--- src/rtl/rv32i_pkg.sv ---
// rv32i_pkg: shared RV32I opcode, funct7 and ALU operation encodings
package rv32i_pkg;
  localparam logic [6:0] OP_R      = 7'b0110011;
  localparam logic [6:0] OP_IMM    = 7'b0010011;
  localparam logic [6:0] OP_LOAD   = 7'b0000011;
  localparam logic [6:0] OP_STORE  = 7'b0100011;
  localparam logic [6:0] OP_BRANCH = 7'b1100011;
  localparam logic [6:0] OP_JAL    = 7'b1101111;
  localparam logic [6:0] OP_JALR   = 7'b1100111;
  localparam logic [6:0] OP_LUI    = 7'b0110111;
  localparam logic [6:0] OP_AUIPC  = 7'b0010111;
  localparam logic [6:0] F7_BASE   = 7'b0000000;
  localparam logic [6:0] F7_ALT    = 7'b0100000;
  localparam logic [3:0] ALU_ADD   = 4'b0000;
  localparam logic [3:0] ALU_SUB   = 4'b0001;
  localparam logic [3:0] ALU_SLL   = 4'b0010;
  localparam logic [3:0] ALU_SLT   = 4'b0011;
  localparam logic [3:0] ALU_SLTU  = 4'b0100;
  localparam logic [3:0] ALU_XOR   = 4'b0101;
  localparam logic [3:0] ALU_SRL   = 4'b0110;
  localparam logic [3:0] ALU_SRA   = 4'b0111;
  localparam logic [3:0] ALU_OR    = 4'b1000;
  localparam logic [3:0] ALU_AND   = 4'b1001;
  localparam logic [3:0] ALU_PASSB = 4'b1010;
endpackage

--- src/rtl/control_unit_alu_decoder.sv ---
// alu_decoder: combinational ALU op selection and funct/opcode legality check
module alu_decoder
  import rv32i_pkg::*;
(
  input  logic [6:0] opcode,
  input  logic [2:0] funct3,
  input  logic [6:0] funct7,
  output logic [3:0] alu_ctrl,
  output logic       funct_ok
);
  logic       base, alt;
  logic [3:0] arith;
  assign base = funct7 == F7_BASE;
  assign alt  = funct7 == F7_ALT;
  always_comb begin
    arith = funct3 == 3'b000 ? ((opcode == OP_R && funct7[5]) ? ALU_SUB : ALU_ADD) :
            funct3 == 3'b001 ? ALU_SLL :
            funct3 == 3'b010 ? ALU_SLT :
            funct3 == 3'b011 ? ALU_SLTU :
            funct3 == 3'b100 ? ALU_XOR :
            funct3 == 3'b101 ? (funct7[5] ? ALU_SRA : ALU_SRL) :
            funct3 == 3'b110 ? ALU_OR : ALU_AND;
  end
  always_comb begin
    alu_ctrl = ALU_ADD;
    funct_ok = 1'b0;
    case (opcode)
      OP_R: begin
        alu_ctrl = arith;
        funct_ok = base || (alt && (funct3 == 3'b000 || funct3 == 3'b101));
      end
      OP_IMM: begin
        alu_ctrl = arith;
        funct_ok = funct3 == 3'b001 ? base : funct3 == 3'b101 ? (base || alt) : 1'b1;
      end
      OP_LOAD:   funct_ok = funct3 != 3'b011 && funct3 != 3'b110 && funct3 != 3'b111;
      OP_STORE:  funct_ok = funct3 <= 3'b010;
      OP_BRANCH: begin
        alu_ctrl = funct3[2:1] == 2'b00 ? ALU_SUB : funct3[1] ? ALU_SLTU : ALU_SLT;
        funct_ok = funct3[2:1] != 2'b01;
      end
      OP_JAL:    funct_ok = 1'b1;
      OP_JALR:   funct_ok = funct3 == 3'b000;
      OP_LUI: begin
        alu_ctrl = ALU_PASSB;
        funct_ok = 1'b1;
      end
      OP_AUIPC:  funct_ok = 1'b1;
      default:   funct_ok = 1'b0;
    endcase
  end
endmodule

--- src/rtl/control_unit.sv ---
// control_unit: registered RV32I main decoder producing datapath strobes and ALU op
module control_unit
  import rv32i_pkg::*;
#(
  parameter int ALU_CTRL_W = 4
) (
  input  logic                  clk,
  input  logic                  rst,
  input  logic [6:0]            opcode,
  input  logic [2:0]            funct3,
  input  logic [6:0]            funct7,
  output logic                  reg_write,
  output logic                  mem_read,
  output logic                  mem_write,
  output logic                  mem_to_reg,
  output logic                  branch_taken,
  output logic                  imm_select,
  output logic                  jump,
  output logic [ALU_CTRL_W-1:0] alu_ctrl,
  output logic                  illegal
);
  logic [6:0] ctl;
  logic [3:0] alu;
  logic       ok;
  alu_decoder u_alu_dec (
    .opcode   (opcode),
    .funct3   (funct3),
    .funct7   (funct7),
    .alu_ctrl (alu),
    .funct_ok (ok)
  );
  always_comb begin
    ctl = 7'b0000000;
    case (opcode)
      OP_R:                     ctl = 7'b1000000;
      OP_IMM, OP_LUI, OP_AUIPC: ctl = 7'b1000010;
      OP_LOAD:                  ctl = 7'b1101010;
      OP_STORE:                 ctl = 7'b0010010;
      OP_BRANCH:                ctl = 7'b0000100;
      OP_JAL, OP_JALR:          ctl = 7'b1000011;
      default:                  ctl = 7'b0000000;
    endcase
  end
  always_ff @(posedge clk) begin
    if (rst) begin
      {reg_write, mem_read, mem_write, mem_to_reg, branch_taken, imm_select, jump} <= 7'b0;
      alu_ctrl <= '0;
      illegal  <= 1'b0;
    end else begin
      {reg_write, mem_read, mem_write, mem_to_reg, branch_taken, imm_select, jump} <= ok ? ctl : 7'b0;
      alu_ctrl <= ok ? ALU_CTRL_W'(alu) : '0;
      illegal  <= !ok;
    end
  end
endmodule

--- config.mk ---
export PLATFORM = sky130hd
export DESIGN_NAME = control_unit
export DESIGN_NICKNAME = d
export VERILOG_FILES = /design/src/rtl/rv32i_pkg.sv /design/src/rtl/control_unit_alu_decoder.sv /design/src/rtl/control_unit.sv
export SDC_FILE = /design/constraint.sdc
export NUM_CORES = 1
export LEC_CHECK = 0
export BUFFER_PORTS_ARGS = -buffer_cell sky130_fd_sc_hd__buf_2
export CELL_PAD_IN_SITES_DETAIL_PLACEMENT = 0
export CELL_PAD_IN_SITES_GLOBAL_PLACEMENT = 1
export CORE_MARGIN = 10
export CORE_UTILIZATION = 35
export DETAILED_ROUTE_END_ITERATION = 8
export GPL_TIMING_DRIVEN = 0
export HOLD_SLACK_MARGIN = 0.02
export PLACE_DENSITY_LB_ADDON = 0.1
export SLEW_MARGIN = 15
export SYNTH_ARGS = -nofsm -noshare
export SYNTH_HDL_FRONTEND = slang
export SYNTH_SLANG_ARGS = --single-unit
--- constraint.sdc ---
create_clock -name clk -period 3.4 [get_ports clk]
set_clock_uncertainty 0.2 [all_clocks]
set_input_delay 0.34 -clock clk [delete_from_list [all_inputs] [get_ports clk]]
set_output_delay 0.34 -clock clk [all_outputs]
set_load 0.02 [all_outputs]
# Word level (Yosys, flattened, before mapping)
# Index checks and enable logic that the tools add are counted.
# W data, S select, Z words.
[word_totals]
ff_bits = 12
output_inout_bits = 12
[classes]
n_lt_le_gt_ge = 1
eq_ne = 20
muxes = 16
n_bitwise = 1
reduce_logical = 16
[ops]
columns = ["op", "count"]
rows = [
  ["$pmux W7 S6", 1],
  ["$eq A7 B6 Y1 const B", 4],
  ["$mux W4", 7],
  ["$eq A7 B7 Y1 const B", 3],
  ["$eq A7 B5 Y1 const B", 2],
  ["$pmux W4 S3", 1],
  ["$eq A3 B3 Y1 const B", 3],
  ["$eq A7 B2 Y1 const B", 1],
  ["$logic_not A7 Y1", 1],
  ["$pmux W1 S7", 1],
  ["$eq A3 B2 Y1 const B", 2],
  ["$ne A3 B3 Y1 const B", 2],
  ["$reduce_or A2 Y1", 3],
  ["$reduce_or A3 Y1", 2],
  ["$mux W1", 5],
  ["$logic_and A1 B1 Y1", 4],
  ["$eq A3 B1 Y1 const B", 1],
  ["$le A3 B2 Y1 const B", 1],
  ["$logic_not A3 Y1", 1],
  ["$logic_or A1 B1 Y1", 3],
  ["$mux W3", 1],
  ["$ne A3 B2 Y1 const B", 1],
  ["$logic_not A2 Y1", 1],
  ["$ne A2 B1 Y1 const B", 1],
  ["2 further kinds", 2],
]

# Longest topological paths before layout
[depth]
word_depth = 9
mapped_depth = 7
ltp_nobuf = 5

# Modules after synthesis
# A second synthesis with hierarchy kept.
[hier_totals]
cells_unflattened = 89
area_unflattened_um2 = 750.7
[modules_own_cells]
columns = ["module", "n_inst", "cells_each", "area_per_inst_um2", "seq_area_each_um2"]
rows = [
  ["control_unit", 1, 35, 382.9, 220.2],
  ["alu_decoder", 1, 54, 367.9, 0.0],
]

# Least setup slack after synthesis
# No wires, ideal clock.
[synth_path]
kind = "input to register"
from = "in opcode[2]"
to = "reg alu_ctrl[2]"
t_arrival_ps = 1610
required_time_ps = 3097
slack_ps = 1487
cell_stages = 7
path_cell_list = "buf_6 nand4bb_4 or3_4 o2bb2ai_2 a311oi_1 buf_6 a2111oi_2"
[synth_via]
elab_chain_cells = 5
elab_cells_between_ends = 15
classes_between = "eq/ne (9); mux (2); bitwise (1); reduce/logical (3)"
[synth_rtl]
columns = ["item", "line", "text"]
rows = [
  ["start: declaration", "control_unit.sv:9", "input logic [6:0] opcode,"],
  ["$eq A7 B7 Y1, or another cell as far along", "control_unit_alu_decoder.sv:27", "case (opcode)"],
  ["$reduce_or A3 Y1 (no line)", "-", ""],
  ["$pmux W1 S7", "control_unit_alu_decoder.sv:27", ""],
  ["$not A1 Y1 (no line)", "-", ""],
  ["$reduce_or A2 Y1 (no line)", "-", ""],
  ["end signal: assignment", "control_unit.sv:51", "alu_ctrl <= ok ? ALU_CTRL_W'(alu) : '0;"],
  ["end: declaration", "control_unit.sv:19", "output logic [ALU_CTRL_W-1:0] alu_ctrl,"],
]
# Parallel ways exist; a longest one is shown, timed or not.
# A chain may end at the register's enable or synchronous reset.

# Worst setup path after layout
[layout_path]
from = "in opcode[5]"
to = "reg illegal"
[layout_via]
elab_chain_cells = 4
elab_cells_between_ends = 12
classes_between = "eq/ne (9); mux (1); reduce/logical (2)"
[layout_rtl]
columns = ["item", "line", "text"]
rows = [
  ["$eq A7 B7 Y1, or another cell as far along", "control_unit_alu_decoder.sv:27", ""],
  ["$reduce_or A3 Y1 (no line)", "-", ""],
  ["$pmux W1 S7 *", "control_unit_alu_decoder.sv:27", ""],
  ["$logic_not A1 Y1 *", "control_unit.sv:52", "illegal <= !ok;"],
  ["end signal: assignment", "control_unit.sv:52", ""],
  ["end: declaration", "control_unit.sv:20", "output logic illegal"],
]
# Every way passes the cells marked *; elsewhere a longest branch is shown, timed or not.

==> metrics.md <==
| Metric | Value |
|---|---|
| Std-Cell Rows | `16` |
| Crit. End Element | `flip-flop` |
| Syn. warnings | `0` |
| Hold Slack | `0.0589 ns` |
| Worst path cell trace | `buf_2, clkbuf_1, a21oi_1, nor2_1, o2bb2ai_2, a311oi_1, buf_6, nor2b_1` |
| Vias/cell | `5.11` |
| Final wirelength | `1790 µm` |
| Pwr Density | `293 nW/µm²` |
| Die Ht | `between 60 and 70 µm` |
| Root Driver | `clkbuf_4` |
| Slowest cell delay on critical path | `between 0.3 and 0.4 ns` |
| Register bit total from synthesis | `11` |
| CP required | `about 3.4 ns` |
| Cells after DPL | `between 100 and 150` |
| Largest net degree at the start of global routing | `11` |
| Filler cells | `229` |
| Top FF cell, synth | `dfxtp_1` |
| N_diodes | `0` |
| Worst slew pin tran | `roughly 0.62 ns` |
| Yosys cell types | `35` |
| Crit Path Class | `in -> reg` |
| Pre-CTS WS | `approximately 1.3 ns` |
| Routed vias | `710` |
| Fin util | `between 40% and 50%` |
| Setup TNS | `0 ns` |
| Clk sinks | `11` |
| ANT nets after route | `0` |
| Cts-stage hold buffer count | `0` |
| Post-CTS Setup Bufs | `0` |
| FF/Latch Area | `about 220 µm²` |
| Core area | `1960 µm²` |
| All-layer global routing usage | `between 8 and 9%` |
| Initial antenna violation count | `0` |
| Crit path DAT | `between 1.5 and 2 ns` |
| Hpwl dp | `1450 µm` |
| RSZ-0062 raised after global routing | `no` |
| Outcome | `finished, final reports clean` |
| Placer Congestion | `between 0.7 and 0.8` |
| Multi-input gate area | `~460 µm²` |
| Max-slew violation count | `0` |
| Die area | `approximately 4300 µm²` |
| Share of cells above drive strength 1 | `42.9%` |
| Number of max-cap violations | `0` |
| Peak VDD IR | `approximately 130 µV` |
| Synthesized area | `between 700 and 800 µm²` |
| Setup WS post-layout | `approximately 1.5 ns` |
| Leakage | `~0.36 nW` |
| Final Hold Fails | `0` |
| Post-route insts no fill | `between 100 and 150` |
| Nets@finish | `about 130` |
| Ys async rst share | `0%` |
| First-pass GRT wire length | `2950 µm` |
| Num ports | `31` |
| Synthesized instance count | `approximately 80` |
| Number of synthesized flops with an enable pin | `0` |
| GRT overflow | `0` |
| Slowest CP cell | `clkbuf_1` |
| Setup-failing EPs final | `0` |
| Initial DRC Count | `15` |
| Initial Util | `a little under two fifths` |
| Crit path time final | `1.85 ns` |
| FMAX | `approximately 540 MHz` |
| Port Buf Inserts | `29` |
| CTS Buffer Depth | `2` |
| # resized after CTS | `0` |
| Area grow syn2layout | `28.4%` |
| CP max FO | `10` |
| Hold WC Path Type | `in -> reg` |
| Vias in the first global route | `689` |
| Routed WL per cell | `about 13 µm` |
| Synth Area per Inst | `about 9.1 µm²` |
| 1st-pass router iterations | `4` |
| # DRC | `0` |
| Clock Pin Slew Worst Setup and Hold Paths | `around 0.06 ns` |
| Worst Setup Start Kind | `input port` |
| H-tree levels | `1` |
| Slew HR | `roughly 59%` |
| Die width | `approximately 65 µm` |
| CTS tree | `yes` |
| Register area share after synthesis | `30.5%` |
| Fin crit share | `around 54%` |
| CTS buffer count | `3` |
| Syn nets | `98` |
[stage by stage]
stage	total power, mW	area (µm²)
after floorplan	0.167	722
after global routing	0.288	927
after detailed placement	0.188	901
final	0.271	927
after CTS	0.276	927
after global placement	0.188	901
[routing by layer]
metal	wire length [µm]	part of all wire, %	global-route usage [%]	vias to the layer above
met5	0	0	0	-
met4	46	2.6	6.42	0
met3	205	11	3.22	4
met2	729	41	12.7	30
met1	811	45	9.41	315
li1	-	-	-	361
[cells in the final DEF, fill, tap and decap left out, drive strengths merged, types with 2 or more instances in the layout]
| master | instances |
|---|---|
| buf | 32 |
| dfxtp | 11 |
| clkbuf | 8 |
| o21ai | 7 |
| nor2 | 6 |
| nand2 | 5 |
| nor3 | 5 |
| nor2b | 4 |
| nand2b | 4 |
| a21oi | 4 |
| nand3b | 2 |
| a211oi | 2 |
| nor4 | 2 |
| nor4b | 2 |
[area by class of cell]
cell class              count  share of cell area, %
plain buffers               7                   4.86
clock buffers               4                   2.83
multi-input cells          61                   49.3
flip-flops and latches     11                   23.8
well taps                  27                   3.64
repair buffers             29                   15.7
[flip-flops by register name, indices dropped and copies added, names as in the netlist]
name	cells
alu_ctrl	4
branch_taken	1
illegal	1
imm_select	1
jump	1
mem_read	1
mem_write	1
reg_write	1
[synth_stat cells (3+ instances only)]
library cell	count	area share, %
clkbuf_1	4	2.1
nand2_1	5	2.6
nor3_2	3	4.2
nor2b_1	4	3.5
nand2b_1	4	3.5
dfxtp_1	11	31
a21oi_1	4	2.8
nor2_1	6	3.1
o21ai_0	6	4.2
[critical path: cells and delay by family]
family / cells / cell delay, ns
buffers and inverters: 3 / 0.68
AND/OR/NAND/NOR: 2 / 0.28
AO/OA/AOI/OAI: 3 / 0.55
[cells by family after synthesis]
family                 Yosys count  synth area share [%]
buffers and inverters            7                  6.24
multiplexers                     1                  1.56
AO/OA/AOI/OAI                   22                  21.5
AND/OR/NAND/NOR                 38                  40.2
flip-flops                      11                  30.5
[power by group]
| group | switching (mW) | internal (mW) | total [mW] |
|---|---|---|---|
| registers | 0.000144 | 0.130 | 0.130 |
| clock network | 0.0408 | 0.0454 | 0.0863 |
| logic | 0.0313 | 0.0239 | 0.0551 |
[final timing paths]
kind / start / end / slack (ns) / cells after the start
min: rst / alu_ctrl[2] / 0.06 / 2
max: opcode[5] / illegal / 1.55 / 8
(Power assumes the default switching activity.)
